$ cat config.mk
export PLATFORM = sky130hd
export DESIGN_NAME = nx_ram_1rw_arb
export DESIGN_NICKNAME = d
export VERILOG_FILES = /design/src/rtl/nx_ram_1rw_arb.sv
export SDC_FILE = /design/constraint.sdc
export NUM_CORES = 1
export LEC_CHECK = 0
export ABC_AREA = 1
export BUFFER_PORTS_ARGS = -buffer_cell sky130_fd_sc_hd__buf_2
export CORE_AREA = 2 2 318 320
export DETAILED_ROUTE_END_ITERATION = 7
export DIE_AREA = 0 0 320 322
export GPL_TIMING_DRIVEN = 0
export SLEW_MARGIN = 20
export SYNTH_ARGS = -nofsm -noshare
export SYNTH_HDL_FRONTEND = slang
export SYNTH_SLANG_ARGS = --single-unit
$ cat constraint.sdc
create_clock -name clk -period 2.4 [get_ports clk]
set_clock_uncertainty 0.1 [all_clocks]
set_input_delay 0.24 -clock clk [delete_from_list [all_inputs] [get_ports clk]]
set_output_delay 0.24 -clock clk [all_outputs]
set_load 0.01 [all_outputs]
$ cat src/rtl/nx_ram_1rw_arb.sv
// Round-robin arbiter that shares one 1RW single-port RAM (1-cycle registered read) among
// NUM_REQ requesters, with optional post-reset zero-fill and ID-tagged read responses.
module nx_ram_1rw_arb #(
  parameter  int NUM_REQ       = 4,
  parameter  int WIDTH         = 64,
  parameter  int DEPTH         = 256,
  parameter  int INIT_ON_RESET = 1,
  localparam int AW            = $clog2(DEPTH),
  localparam int IW            = (NUM_REQ > 1) ? $clog2(NUM_REQ) : 1
) (
  input  logic                     clk,
  input  logic                     rst_n,
  input  logic [NUM_REQ-1:0]       i_req_valid,
  output logic [NUM_REQ-1:0]       o_req_ready,
  input  logic [NUM_REQ-1:0]       i_req_we,
  input  logic [NUM_REQ*AW-1:0]    i_req_add,
  input  logic [NUM_REQ*WIDTH-1:0] i_req_din,
  input  logic [NUM_REQ*WIDTH-1:0] i_req_bwe,
  output logic                     o_rsp_valid,
  output logic [IW-1:0]            o_rsp_id,
  output logic [WIDTH-1:0]         o_rsp_data,
  output logic                     o_init_done,
  output logic                     o_ram_cs,
  output logic                     o_ram_we,
  output logic [AW-1:0]            o_ram_add,
  output logic [WIDTH-1:0]         o_ram_din,
  output logic [WIDTH-1:0]         o_ram_bwe,
  input  logic [WIDTH-1:0]         i_ram_dout
);

  typedef enum logic {
    ST_INIT = 1'b0,
    ST_RUN  = 1'b1
  } state_t;

  localparam state_t RESET_STATE = (INIT_ON_RESET != 0) ? ST_INIT : ST_RUN;

  state_t            r_state;
  state_t            w_state_nxt;
  logic [AW-1:0]     r_init_cnt;
  logic [IW-1:0]     r_ptr;
  logic              r_init_done;
  logic              r_rsp_valid;
  logic [IW-1:0]     r_rsp_id;

  logic              w_init_last;
  logic              w_run;
  logic              w_found;
  logic              w_grant;
  logic [IW-1:0]     w_win;
  logic              w_win_we;
  logic [AW-1:0]     w_win_add;
  logic [WIDTH-1:0]  w_win_din;
  logic [WIDTH-1:0]  w_win_bwe;

  function automatic logic [IW-1:0] f_wrap(input logic [IW-1:0] base, input int off);
    int s;
    s = int'(base) + off;
    if (s >= NUM_REQ) s = s - NUM_REQ;
    return IW'(s);
  endfunction

  assign w_init_last = (r_init_cnt == AW'(DEPTH - 1));
  // Grants open only once init_done is registered, so nothing is granted during reset.
  assign w_run       = (r_state == ST_RUN) && r_init_done;
  assign w_grant     = w_run && w_found;

  always_comb begin
    w_found = 1'b0;
    w_win   = '0;
    for (int k = 0; k < NUM_REQ; k++) begin
      if (!w_found && i_req_valid[f_wrap(r_ptr, k)]) begin
        w_found = 1'b1;
        w_win   = f_wrap(r_ptr, k);
      end
    end
  end

  always_comb begin
    w_win_we  = 1'b0;
    w_win_add = '0;
    w_win_din = '0;
    w_win_bwe = '0;
    for (int i = 0; i < NUM_REQ; i++) begin
      if (w_win == IW'(i)) begin
        w_win_we  = i_req_we[i];
        w_win_add = i_req_add[i*AW +: AW];
        w_win_din = i_req_din[i*WIDTH +: WIDTH];
        w_win_bwe = i_req_bwe[i*WIDTH +: WIDTH];
      end
    end
  end

  always_comb begin
    w_state_nxt = r_state;
    o_req_ready = '0;
    o_ram_cs    = 1'b0;
    o_ram_we    = 1'b0;
    o_ram_add   = '0;
    o_ram_din   = '0;
    o_ram_bwe   = '0;
    case (r_state)
      ST_INIT: begin
        // Held off while reset is asserted so the RAM sees no access during reset.
        o_ram_cs  = rst_n;
        o_ram_we  = rst_n;
        o_ram_add = r_init_cnt;
        o_ram_bwe = '1;
        if (w_init_last) w_state_nxt = ST_RUN;
      end
      ST_RUN: begin
        if (w_run) begin
          o_ram_cs  = w_found;
          o_ram_we  = w_found && w_win_we;
          o_ram_add = w_win_add;
          o_ram_din = w_win_din;
          o_ram_bwe = w_win_bwe;
        end
        for (int i = 0; i < NUM_REQ; i++) begin
          o_req_ready[i] = w_grant && (w_win == IW'(i));
        end
      end
      default: w_state_nxt = RESET_STATE;
    endcase
  end

  always_ff @(posedge clk or negedge rst_n) begin
    if (!rst_n) begin
      r_state     <= RESET_STATE;
      r_init_cnt  <= '0;
      r_init_done <= 1'b0;
    end else begin
      r_state     <= w_state_nxt;
      r_init_done <= (w_state_nxt == ST_RUN);
      if (r_state == ST_INIT) r_init_cnt <= r_init_cnt + AW'(1);
    end
  end

  always_ff @(posedge clk or negedge rst_n) begin
    if (!rst_n) begin
      r_ptr       <= '0;
      r_rsp_valid <= 1'b0;
      r_rsp_id    <= '0;
    end else begin
      r_rsp_valid <= w_grant && !w_win_we;
      if (w_grant) r_ptr <= f_wrap(w_win, 1);
      if (w_grant && !w_win_we) r_rsp_id <= w_win;
    end
  end

  // Out-of-range addresses are illegal; they are still forwarded unchanged to the RAM.
  always_ff @(posedge clk) begin
    if (w_grant) assert (int'(w_win_add) < DEPTH);
  end

  assign o_rsp_valid = r_rsp_valid;
  assign o_rsp_id    = r_rsp_id;
  assign o_rsp_data  = i_ram_dout;
  assign o_init_done = r_init_done;

endmodule
==> results.py <==
metrics = {
    "outcome": {
        "status": "complete, but fails checks",
        "violations": "setup timing",
    },
    "cts": {
        "root_buffer": "clkbuf_16",
        "h-tree-depth": 1,
        "cts_tree": "built",
        "clock_sinks": 14,
        "cts.path.max_buffers": 2,
        "cts_buffers": 3,
        "clk_latency_ps": 250,
        "path_clk_slew_ps": 60,
    },
    "place": {
        "gp_congestion": 0.833,
        "io_buffers": 763,
        "dpl.hpwl_um": 77500,
        "dpl_worst_slack_ps": -1900,
    },
    "global_route": {
        "antenna_found_initial": 74,
        "grtUsageMet1_pct": 20.0,
        "grt_usage_pct": 16.5,
        "met2_usage_pct": 28.1,
        "use_met3_pct": 5.14,
        "grt_pass1_vias": 11244,
        "grt_pass1_wl_um": 110000,
        "grt-ovfl-total": 0,
        "grt_max_degree": 16,
        "top_usage_layer": "met2",
    },
    "routing": {
        "ant_nets": 0,
        "via_per_inst": 3.77,
        "vias": 11780,
        "wl_um": 93100,
        "drt_iter0_drc": 669,
        "firstDrtPassIters": 5,
        "wl_per_cell_um": 29.8,
        "drc": 0,
    },
    "critical_path": {
        "rr_endpoint": "o_rsp_id[0]",
        "slowest_delay_ps": 440,
        "cp.arrival_ps": 3170,
        "reg2reg_slack_ps": -740,
        "start_kind": "flop",
        "rr_worst_depth": 21,
        "path_cells": "buf_6 -> nand2_4 -> nand2_2 -> o21ai_2 -> buf_4 -> inv_2 -> nand4_1 -> nand2_4 -> ha_4 -> nor2_4 -> buf_6 -> buf_12 -> buf_12 -> clkbuf_16 -> a221oi_2 -> o21ai_1 -> buf_4",
        "critPathSlowestCell": "dfrtp_2",
        "cp_max_fo": 6,
        "cp.required_ps": 2060,
        "critPathKind": "reg2out",
        "crit_path_end_kind": "output port",
        "crit_family": "buffers and inverters",
        "path_buf_inv": 8,
        "reg2reg_from": "r_ptr[0]",
    },
    "yosys": {
        "syn_avg_cell_area_um2": 5.76,
        "synthesis.nets": 1563,
        "synth_cell_types": 30,
        "synthTopCellsByArea": "o21ai_0 25%, a21oi_1 13%, a221oi_1 10%",
        "ys_seq_elements": 14,
        "ys_seq_area_share_pct": 6.47,
        "synth_area_leader_cell": "o21ai_0",
        "syn_inst": 940,
        "syn_area_um2": 5420,
        "yosys_warnings": 0,
        "synth_top_area_share_pct": 25.1,
    },
    "floorplan": {
        "fp.dieArea_um2": 103000,
        "coreArea_um2": 99600,
        "die_h_um": 322,
        "die_w_um": 320,
        "std_cell_rows": 116,
        "initial_core_util_pct": 5.44,
        "ios": 828,
    },
    "power_and_ir_drop": {
        "p_leak_nw": 6.87,
        "power_density_nw_per_um2": 226,
        "vdd_drop_max_v": 0.000140,
        "power_w": 0.00355,
    },
    "sta": {
        "max_freq_ghz": 0.285,
        "hold_viol_final": 0,
        "period_share_pct": 146,
        "worst_slack_ps": -1110,
        "slew_violations": 0,
        "worst_pin_slew_ps": 958,
        "rsz0062_at_grt": "yes",
        "holdWs_ps": 347,
        "post-route-min-period_ps": 3510,
        "setup_viol": 144,
        "maxSlewHeadroom_pct": 36.1,
    },
    "flow_run": {
        "drv_cap": 0,
    },
    "layout": {
        "regArea_um2": 353,
        "fillCellCount": 11371,
        "postLayoutCoreUtil_pct": 15.8,
        "syn_to_final_growth_pct": 190,
        "fin_nets": 2428,
        "layout-drive-gt1-share_pct": 74.5,
        "multi_input_area_um2": 5920,
    },
    "worst_hold_path": {
        "hold_path.class": "in2async",
    },
}
## per-stage QoR
step                instance area [um^2]  instances  TNS (ps)
CTS                                14400       3079   -144750
global placement                   11500       3001   -177190
global route                       15700       3115   -160880
floorplan                           6030        940    -16660
detailed placement                 11500       3001   -167610
finish                             15700       3126   -140630
## cell type report
cell class                      instances  share of cell area [%]
Clock buffer                            4                   0.565
Antenna cell                           24                   0.382
Sequential cell                        14                    2.25
Multi-Input combinational cell        728                    37.6
Timing Repair Buffer                  869                    36.8
Buffer                                162                    11.2
Tap cell                             1298                    10.3
Inverter                               27                   0.820
## layout by cell type (no fill, tap or decap), types with 41 or more instances in the layout
master   count
o21ai_0     67
a21oi_1    101
nand2_1     91
o21ai_1     82
a22oi_2     41
o21ai_2     99
buf_6       89
buf_12      43
buf_4      151
buf_2      668
## routing by layer
metal | vias up | share of wire (%) | wire (um)
met2 | 789 | 46 | 42900
met1 | 5511 | 41 | 38600
met3 | 231 | 8.2 | 7670
met5 | - | 0.28 | 261
li1 | 5209 | - | -
met4 | 40 | 4.0 | 3700
## cells by family after synthesis
group / after synthesis / synth area share [%]
adder cells (fa/ha/maj): 5 / 1.16
XOR/XNOR: 6 / 0.970
AND/OR/NAND/NOR: 159 / 12.5
buffers and inverters: 198 / 19.3
AO/OA/AOI/OAI: 558 / 59.7
flip-flops: 14 / 6.47
## what timing repair did
action,in CTS,in global routing
endpoints found under the setup margin,145,144
endpoints found under the hold margin,14,0
setup buffers,64,27
hold buffers,1,0
resized for setup,568,279
pin swaps,79,124
gates cloned,13,6
## report_power, final
part           internal (W)  switching, W  leakage [nW]
Sequential         0.000236             0         0.174
Combinational       0.00139       0.00156          6.65
Clock              0.000254      0.000116        0.0443
Total               0.00188       0.00168          6.87
## how the worst max path moves through the flow
stage               slack (ps)     start  cells after the start       endpoint
detailed placement       -1900  r_ptr[1]                     16  o_ram_din[11]
floorplan                 -160  r_ptr[0]                     15   o_ram_bwe[0]
global placement         -2050  r_ptr[1]                     14  o_ram_bwe[57]
finish                   -1110  r_ptr[0]                     17   o_ram_bwe[6]
CTS                      -1160  r_ptr[0]                     18  o_ram_din[11]
global route             -1230  r_ptr[0]                     19  o_ram_din[49]
## worst register-to-register path, cell delays in order, from the launching register on
cell and delay [ps]:
dfrtp_2 440, buf_6 160, nand2_4 80, nand2_2 60, o21ai_2 210, buf_4 150
inv_2 50, nand4_1 150, nand2_4 110, inv_4 100, ha_4 180, inv_6 50
bufbuf_16 290, buf_4 150, nor2_1 70, nor2_1 50, a22oi_2 160, buf_4 130
buf_4 100, nand3_1 100, nand2_1 80, o21ai_1 60
## synthesized netlist by cell type, drive strengths merged
cell type / count
a21oi: 143
buf: 107
clkbuf: 64
nand4: 2
xor2: 5
o211ai: 4
o21ai: 274
xnor2: 1
nor2: 17
ha: 5
a22oi: 71
a221oi: 64
nor3: 3
nand2: 123
inv: 27
nand3: 14
dfrtp: 14
o22ai: 2
## registers in the layout, summed over array words and instances (netlist names)
register     cells
r_init_cnt       8
o_rsp_id         2
r_ptr            2
o_init_done      1
o_rsp_valid      1
(Power assumes the default switching activity.)
